==> src/rtl/systolic_operand_feeder_if.sv <==
// Operand feeder bus: operand storage write port, start/status handshake and
// the six unskewed operand lanes driven into the 3x3 systolic array.
//   wr_en/wr_addr/wr_data : element write (0..8 = A[r][c], 9..17 = B[r][c])
//   wr_ignored            : pulse, the previous write was dropped
//   start/busy/done       : operation request and status
//   arr_clr               : array accumulator clear
//   a1..a3 / b1..b3       : row operands of A / column operands of B
interface systolic_operand_feeder_if #(
  parameter int unsigned DW = 2
);
  logic          wr_en;
  logic [4:0]    wr_addr;
  logic [DW-1:0] wr_data;
  logic          wr_ignored;
  logic          start;
  logic          busy;
  logic          done;
  logic          arr_clr;
  logic [DW-1:0] a1;
  logic [DW-1:0] a2;
  logic [DW-1:0] a3;
  logic [DW-1:0] b1;
  logic [DW-1:0] b2;
  logic [DW-1:0] b3;

  // Feeder side
  modport slave (
    input  wr_en, wr_addr, wr_data, start,
    output wr_ignored, busy, done, arr_clr, a1, a2, a3, b1, b2, b3
  );

  // Controller / environment side
  modport master (
    output wr_en, wr_addr, wr_data, start,
    input  wr_ignored, busy, done, arr_clr, a1, a2, a3, b1, b2, b3
  );
endinterface

==> src/rtl/systolic_operand_feeder.sv <==
// Upstream feeder for the 3x3 systolic multiplier. Stores A and B (3x3 each,
// DW-bit elements); on start it clears the array accumulators for one cycle,
// streams column k of A and row k of B for k=0..2, drives zeros for DRAIN
// cycles and then pulses done. All outputs are registered.
//   clk, reset : clock, synchronous active-high reset
//   bus        : feeder side of systolic_operand_feeder_if
module systolic_operand_feeder #(
  parameter int unsigned DW    = 2,
  parameter int unsigned DRAIN = 5
) (
  input  logic                          clk,
  input  logic                          reset,
  systolic_operand_feeder_if.slave      bus
);

  localparam int unsigned NELEM = 18;
  localparam int unsigned SMAX  = (DRAIN > 3) ? DRAIN : 3;
  localparam int unsigned CW    = $clog2(SMAX + 1);
  localparam logic [CW-1:0] STREAM_LAST = CW'(2);
  localparam logic [CW-1:0] DRAIN_LAST  = CW'((DRAIN > 0) ? DRAIN - 1 : 0);

  typedef enum logic [2:0] {
    S_IDLE,
    S_CLEAR,
    S_STREAM,
    S_DRAIN,
    S_DONE
  } state_t;

  state_t        state_q, state_d;
  logic [CW-1:0] step_q, step_d;
  logic [DW-1:0] mem_q [NELEM];
  logic [DW-1:0] mem_d [NELEM];
  logic [DW-1:0] a_q [3];
  logic [DW-1:0] a_d [3];
  logic [DW-1:0] b_q [3];
  logic [DW-1:0] b_d [3];
  logic          busy_q, busy_d;
  logic          done_q, done_d;
  logic          clr_q, clr_d;
  logic          ign_q, ign_d;
  logic          wr_ok_c;

  // Writes are only taken while idle and within the 18-element map
  assign wr_ok_c = bus.wr_en && (bus.wr_addr <= 5'd17) && !busy_q;

  // Operand storage update
  always_comb begin
    mem_d = mem_q;
    if (wr_ok_c) begin
      mem_d[bus.wr_addr] = bus.wr_data;
    end
  end

  // Next state, step counter and status outputs
  always_comb begin
    state_d = state_q;
    step_d  = step_q;
    unique case (state_q)
      S_IDLE: begin
        step_d = '0;
        if (bus.start) state_d = S_CLEAR;
      end
      S_CLEAR: begin
        state_d = S_STREAM;
        step_d  = '0;
      end
      S_STREAM: begin
        if (step_q == STREAM_LAST) begin
          state_d = (DRAIN == 0) ? S_DONE : S_DRAIN;
          step_d  = '0;
        end else begin
          step_d = step_q + CW'(1);
        end
      end
      S_DRAIN: begin
        if (step_q == DRAIN_LAST) begin
          state_d = S_DONE;
          step_d  = '0;
        end else begin
          step_d = step_q + CW'(1);
        end
      end
      S_DONE: begin
        state_d = S_IDLE;
        step_d  = '0;
      end
      default: begin
        state_d = S_IDLE;
        step_d  = '0;
      end
    endcase

    // Outputs are registered from the state being entered
    busy_d = (state_d != S_IDLE);
    done_d = (state_d == S_DONE);
    clr_d  = (state_d == S_CLEAR);
    ign_d  = bus.wr_en && !wr_ok_c;
  end

  // Unskewed operand lanes: a_i = A[i][k], b_j = B[k][j]
  always_comb begin
    for (int i = 0; i < 3; i++) begin
      a_d[i] = '0;
      b_d[i] = '0;
    end
    if (state_d == S_STREAM) begin
      for (int i = 0; i < 3; i++) begin
        a_d[i] = mem_q[5'(3 * i) + 5'(step_d)];
        b_d[i] = mem_q[5'(9) + 5'(3) * 5'(step_d) + 5'(i)];
      end
    end
  end

  always_ff @(posedge clk) begin
    if (reset) begin
      state_q <= S_IDLE;
      step_q  <= '0;
      mem_q   <= '{default: '0};
      a_q     <= '{default: '0};
      b_q     <= '{default: '0};
      busy_q  <= 1'b0;
      done_q  <= 1'b0;
      clr_q   <= 1'b0;
      ign_q   <= 1'b0;
    end else begin
      state_q <= state_d;
      step_q  <= step_d;
      mem_q   <= mem_d;
      a_q     <= a_d;
      b_q     <= b_d;
      busy_q  <= busy_d;
      done_q  <= done_d;
      clr_q   <= clr_d;
      ign_q   <= ign_d;
    end
  end

  assign bus.busy       = busy_q;
  assign bus.done       = done_q;
  assign bus.arr_clr    = clr_q;
  assign bus.wr_ignored = ign_q;
  assign bus.a1         = a_q[0];
  assign bus.a2         = a_q[1];
  assign bus.a3         = a_q[2];
  assign bus.b1         = b_q[0];
  assign bus.b2         = b_q[1];
  assign bus.b3         = b_q[2];

endmodule

==> src/flat_wrapper.sv <==
// flat-port wrapper written by rule: the top's interface ports become plain ports
module systolic_operand_feeder_flat 
#(
  parameter int unsigned DW    = 2,
  parameter int unsigned DRAIN = 5
)
  (clk, reset, bus_wr_en, bus_wr_addr, bus_wr_data, bus_start, bus_wr_ignored, bus_busy, bus_done, bus_arr_clr, bus_a1, bus_a2, bus_a3, bus_b1, bus_b2, bus_b3);
  systolic_operand_feeder_if #(.DW(DW)) bus_i ();
  input  logic clk;
  input  logic reset;
  input wire logic [$bits(bus_i.wr_en)-1:0] bus_wr_en;
  input wire logic [$bits(bus_i.wr_addr)-1:0] bus_wr_addr;
  input wire logic [$bits(bus_i.wr_data)-1:0] bus_wr_data;
  input wire logic [$bits(bus_i.start)-1:0] bus_start;
  output wire logic [$bits(bus_i.wr_ignored)-1:0] bus_wr_ignored;
  output wire logic [$bits(bus_i.busy)-1:0] bus_busy;
  output wire logic [$bits(bus_i.done)-1:0] bus_done;
  output wire logic [$bits(bus_i.arr_clr)-1:0] bus_arr_clr;
  output wire logic [$bits(bus_i.a1)-1:0] bus_a1;
  output wire logic [$bits(bus_i.a2)-1:0] bus_a2;
  output wire logic [$bits(bus_i.a3)-1:0] bus_a3;
  output wire logic [$bits(bus_i.b1)-1:0] bus_b1;
  output wire logic [$bits(bus_i.b2)-1:0] bus_b2;
  output wire logic [$bits(bus_i.b3)-1:0] bus_b3;
  assign bus_i.wr_en = bus_wr_en;
  assign bus_i.wr_addr = bus_wr_addr;
  assign bus_i.wr_data = bus_wr_data;
  assign bus_i.start = bus_start;
  assign bus_wr_ignored = bus_i.wr_ignored;
  assign bus_busy = bus_i.busy;
  assign bus_done = bus_i.done;
  assign bus_arr_clr = bus_i.arr_clr;
  assign bus_a1 = bus_i.a1;
  assign bus_a2 = bus_i.a2;
  assign bus_a3 = bus_i.a3;
  assign bus_b1 = bus_i.b1;
  assign bus_b2 = bus_i.b2;
  assign bus_b3 = bus_i.b3;
  systolic_operand_feeder #(.DW(DW), .DRAIN(DRAIN)) u_core (.clk(clk), .reset(reset), .bus(bus_i));
endmodule
==> config.mk <==
export PLATFORM = sky130hd
export DESIGN_NAME = systolic_operand_feeder_flat
export DESIGN_NICKNAME = d
export VERILOG_FILES = /design/src/rtl/systolic_operand_feeder_if.sv /design/src/rtl/systolic_operand_feeder.sv /design/src/flat_wrapper.sv
export SDC_FILE = /design/constraint.sdc
export NUM_CORES = 1
export LEC_CHECK = 0
export CORE_ASPECT_RATIO = 0.9
export CORE_UTILIZATION = 55
export DETAILED_ROUTE_END_ITERATION = 6
export GPL_ROUTABILITY_DRIVEN = 0
export PLACE_DENSITY = 0.75
export SLEW_MARGIN = 20
export SYNTH_ARGS = -nofsm -noshare
export SYNTH_HDL_FRONTEND = slang
export SYNTH_SLANG_ARGS = --single-unit
==> constraint.sdc <==
create_clock -name clk -period 8.38 [get_ports clk]
set_clock_uncertainty 0.15 [all_clocks]
set_input_delay 1.676 -clock clk [delete_from_list [all_inputs] [get_ports clk]]
set_output_delay 1.676 -clock clk [all_outputs]
set_load 0.01 [all_outputs]
## Word-level counts from Yosys, hierarchy flattened

Cells that the tools add are included.

- Flip-flop bits (word level): 58
- Logic and storage cells: 99

- Add/sub/neg operators: 6
- $mul: 1
- Magnitude comparators: 9
- Equal/unequal tests: 8
- Mux-type cells: 28
- Bitwise gates (word level): 8
- Reduce and logical (&&, ||, !) cells: 9

Operators by type and width:

| cell | count |
|---|---|
| $bmux 2 s5 | 6 |
| $ge 6x6->1 const B | 7 |
| $bwmux 36 | 1 |
| $not 5->6 | 6 |
| $mux 2 | 13 |
| $mux 3 | 5 |
| $eq 3x2->1 const B | 4 |
| $pmux 3 s4 | 1 |
| $demux 2 s5 | 1 |
| $eq 3x1->1 const B | 2 |
| $eq 3x3->1 const B | 2 |
| $lt 6x1->1 const B | 1 |
| $not 3->6 | 1 |
| $pmux 3 s2 | 1 |
| $add 4x5->5 const A | 1 |
| $add 5x1->5 const B | 1 |
| $add 5x2->5 const B | 1 |
| $le 5x5->1 const B | 1 |
| $mul 2x3->5 const A | 1 |
| $add 2x3->4 const A | 1 |
| $add 3x3->4 const A | 1 |
| $logic_and 1x1->1 | 4 |
| $add 3x1->3 const B | 1 |
| $logic_not 3->1 | 1 |
| 4 further kinds | 5 |

## Longest topological paths before layout

- Word-level depth: 10
- Depth in mapped cells: 18

## Worst setup path before layout

OpenSTA, ideal clock, no wires.

- Kind: register -> register
- From: register u_core.step_q[0]
- To: register u_core.b_q, in the netlist u_core.bus.b2[0]
- Arrival time: 4.266 ns
- Slack: 3.872 ns
- Stages on the path, launching flop included: 16
- Path buffers: 1
- Path through: dfxtp_1 clkinv_1 ha_1 and3_1 nor3_2 nand2_1 ha_1 inv_1 fa_1 xor2_2 buf_6 mux2i_1 mux4_2 a21oi_1 a31oi_1 nor4_1

- Cells in the longest elaborated chain, start to end: 10

RTL lines:

| element | RTL line | text |
|---|---|---|
| start: declaration | systolic_operand_feeder.sv:31 | `logic [CW-1:0] step_q, step_d;` |
| start signal: assignment | systolic_operand_feeder.sv:128 | `step_q <= step_d;` |
| $add 3x1->3, or another cell as far along | systolic_operand_feeder.sv:73, systolic_operand_feeder.sv:81 |  |
| $mux 3 (on tied branches) | systolic_operand_feeder.sv:77, systolic_operand_feeder.sv:69 |  |
| $pmux 3 s2 | systolic_operand_feeder.sv:59 | `unique case (state_q)` |
| $mul 2x3->5 | systolic_operand_feeder.sv:110 | `b_d[i] = mem_q[5'(9) + 5'(3) * 5'(step_d) + 5'(i)];` |
| $add 4x5->5 | systolic_operand_feeder.sv:110 |  |
| $add 5x1->5 | systolic_operand_feeder.sv:110 |  |
| $not 5->6 (implied by the code) | systolic_operand_feeder.sv:110 |  |
| $bmux 2 s5 | systolic_operand_feeder.sv:110 |  |
| $mux 2 (implied by the code) (2 in series) | systolic_operand_feeder.sv:110 |  |
| end signal: assignment | systolic_operand_feeder.sv:121 | `b_q <= '{default: '0};` |
| end signal: assignment | systolic_operand_feeder.sv:131 | `b_q <= b_d;` |
| end: declaration | systolic_operand_feeder.sv:36 | `logic [DW-1:0] b_q [3];` |

Parallel ways exist; a longest one is shown, timed or not. The select of a mux whose other input is x is not followed.
A chain may end at the register's enable or synchronous reset.

## Worst setup path in the final report

Same ends and word-level chain as after synthesis.

==> results.cfg <==
[run_status]
run_status = complete, but fails checks
violations = design-rule violations

[flow_run]
drv_cap = 0

[hold_path]
min_to = u_core.mem_q[3]$_SDFFE_PP0P_
min_from = u_core.mem_q[3]$_SDFFE_PP0P_
hp-class = flip-flop to flip-flop
whs_path_depth = 2

[critical_path]
cp_max_fo = 17
path_delay_family = adder cells
r2r-end = u_core.bus.b2[0]$_SDFF_PP0_
endpoint_kind = flip-flop
r2r_slack_ns = 2.32
r2r-start = u_core.step_q[0]$_SDFF_PP0_
crit_arrival_ns = 6.17
setup.worst_path.start_class = flip-flop
crit_buf_inv = 3
cp.required_ns = 8.49
reg2regPathDepth = 15
cpMostUsedCell = ha_1
max_stage_delay_ns = 0.88
crit_chain = clkinv_1 > ha_1 > and3_1 > nor3_2 > buf_4 > nand2_1 > ha_1 > inv_1 > fa_1 > xor2_2 > mux2i_1 > mux4_2 > a21oi_1 > a31oi_1 > nor4_1
slowest_stage = fa_1
critical_path_class = flip-flop to flip-flop

[routing]
num_vias = 4400
vias_per_cell = 6.80
drt_iter0_markers = 588
routedWlPerCell_microns = 20.2
remaining_drc_errors = 41
drtAntennaViolNets = 0
drt-total-wl_mm = 13.1
drt-pass1-iter-count = 7

[floorplan]
die_h_microns = 86.7
core-area_sq_um = 7620
die_area_sq_um = 8330
rows = 30
io_pins = 27
fp.dieW_microns = 96.1
start_util_pct = 57.5

[final_layout]
fin_nets = 569
antenna_cells = 0
area_growth_pct = 10.4
drive_gt1_share_pct = 11.4

[synthesis]
syn-cell-area_sq_um = 4380
ys_async_sr_fraction_pct = 0
yosys_warnings = 0
syn_nets = 568
yosysSeqAreaShare_pct = 26.5
synth_seq_cells = 58
synth_area_per_cell_sq_um = 8.04
synth_edf_count = 0
synthFlopType = dfxtp_1
synthCells = 545
synth.distinct_cells = 64

[sta]
max_freq_mhz = 165
final_max_slew_viol_count = 0
tightest_slew_ns = 1.11
slew_headroom_pct = 25.5
fin_crit_sh_pct = 72.3
setup_viol = 0
period_needed_ns = 6.06
hold_viol_final = 0
grt_setup_unrepaired = no
setup-tns-final_ns = 0

[clocking]
cts-root-buf = clkbuf_8
ctsHoldBuffers = 0
cts_resized = 0
htreeDepth = 3
clockBufferDepth = 2
clk-insertion-delay-late_ns = 0.35
post_cts_buffers = 0
cts.sink_count = 58
clk_pin_slew_ns = 0.08
cts_buffers = 9
cts_tree = built

[global_routing]
grt_overflow_total = 0
grt_usage_pct = 33.6
grt_pass1_vias = 4091
grt_pass1_wl_mm = 21.1
grt_start_max_net_pins = 45
antenna_found_initial = 0

[pwr]
power_uw = 708
p_leak_nw = 1.73
ir_drop_v = 0.0000960
powerDensity_nw_per_um2 = 146

[placed_design]
io_buffers = 26
hpwlAfterDp_mm = 8.87
-- metrics by stage --
step           setup WS (ns)  util (%)  hold WS [ns]  instances  cell area (sq um)
3_5_place_dp            2.50      60.3         0.363        631               4600
4_1_cts                 2.42      63.3         0.389        647               4820
2_1_floorplan           3.87         -         0.318        545               4380
6_report                2.32      63.5         0.394        647               4840
3_3_place_gp            2.75      60.3         0.359        631               4600
5_1_grt                 1.97      63.5         0.425        647               4840
-- cells in the mapped netlist, drive strengths merged (2+ instances only) --
master	instances	share of area, %
o21bai	2	0.34
nand4	3	0.43
mux4	10	5.1
clkbuf	28	2.4
and3	5	0.71
nand2b	2	0.29
dfxtp	58	26
o21ai	20	2.4
a311oi	2	0.40
clkinv	2	0.17
and2b	2	0.37
nor3b	8	1.4
xnor2	8	1.9
mux2i	52	12
nand3	40	4.7
nor2	45	3.9
nor3	13	1.6
a211oi	5	0.86
inv	5	0.54
nor4	2	0.29
buf	12	2.1
a21oi	40	4.6
or3b	2	0.46
a211o	3	0.60
nand2	82	7.1
o22ai	10	1.4
xor2	3	0.77
a221oi	8	1.6
ha	11	3.1
or2	2	0.29
nor2b	9	1.3
a311o	2	0.46
mux2	14	3.7
o211ai	5	0.86
a31oi	16	2.3
-- area by class of cell --
cell class              instances  area, sq um
multi-input cells             440         3010
fillers                       652         2780
flip-flops and latches         58         1160
repair buffers                 30          290
clock buffers                   9          124
well taps                      96          120
clock inverters                 7          101
inverters                       7         31.3
-- cells in the final DEF, fill, tap and decap left out, types with 4 or more instances in the layout --
cell type         n
and3_1            5
mux2_2           13
ha_1             11
nand3_1          39
clkbuf_8          9
buf_4             4
o211ai_1          5
nor3_1           12
clkdlybuf4s50_1  26
nor3b_1           7
a221oi_1          8
nand2_1          81
nor2b_1           9
dfxtp_1          58
mux2i_1          52
o22ai_1          10
a21oi_1          40
o21ai_0          15
mux4_2           10
a31oi_1          16
xnor2_1           6
nor2_1           44
a211oi_1          5
-- state kept, by name, summed over array words and instances (netlist names) --
name / flops
u_core.step_q: 3
u_core.mem_q: 36
u_core.bus.wr_ignored: 1
u_core.bus.done: 1
u_core.bus.arr_clr: 1
u_core.bus.b2: 2
u_core.bus.b3: 2
u_core.bus.a3: 2
u_core.bus.b1: 2
u_core.state_q: 3
u_core.bus.a1: 2
u_core.bus.a2: 2
u_core.bus.busy: 1
-- how the worst max path moves through the flow --
stage,slack (ns),startpoint,depth (start not counted),end
global placement,2.75,u_core.step_q[0]$_SDFF_PP0_,15,u_core.bus.b2[0]$_SDFF_PP0_
CTS,2.42,u_core.step_q[0]$_SDFF_PP0_,15,u_core.bus.b2[0]$_SDFF_PP0_
finish,2.32,u_core.step_q[0]$_SDFF_PP0_,15,u_core.bus.b2[0]$_SDFF_PP0_
floorplan,3.87,u_core.step_q[0]$_SDFF_PP0_,15,u_core.bus.b2[0]$_SDFF_PP0_
detailed placement,2.50,u_core.step_q[0]$_SDFF_PP0_,15,u_core.bus.b2[0]$_SDFF_PP0_
global route,1.97,u_core.step_q[0]$_SDFF_PP0_,15,u_core.bus.b2[0]$_SDFF_PP0_
-- where the power goes --
group	leakage (nW)	internal, mW	switching, mW
clock	0.106	0.169	0.130
combinational	1.16	0.0455	0.0761
sequential	0.469	0.280	0.00662
-- cells by family after synthesis --
group	count (synthesis)	synth area share (%)
AND/OR/NAND/NOR	220	23.8
AO/OA/AOI/OAI	121	17.5
multiplexers	76	20.7
flip-flops	58	26.5
buffers and inverters	47	5.20
adder cells (fa/ha/maj)	12	3.60
XOR/XNOR	11	2.71
-- metal layers --
metal | vias to the layer above | routed length [microns] | part of all wire (%) | global-route usage, %
met4 | 0 | 631 | 4.8 | 16.0
met2 | 287 | 5900 | 45 | 52.1
met5 | - | 0 | 0 | 0
met1 | 2046 | 5260 | 40 | 43.6
li1 | 1989 | - | - | -
met3 | 78 | 1280 | 9.8 | 8.07
-- worst min-delay path, cell delays in order (launching register included) --
cell and delay (ns):
dfxtp_1 0.36, mux2i_1 0.08, nor2_1 0.07
(Power assumes the default switching activity.)
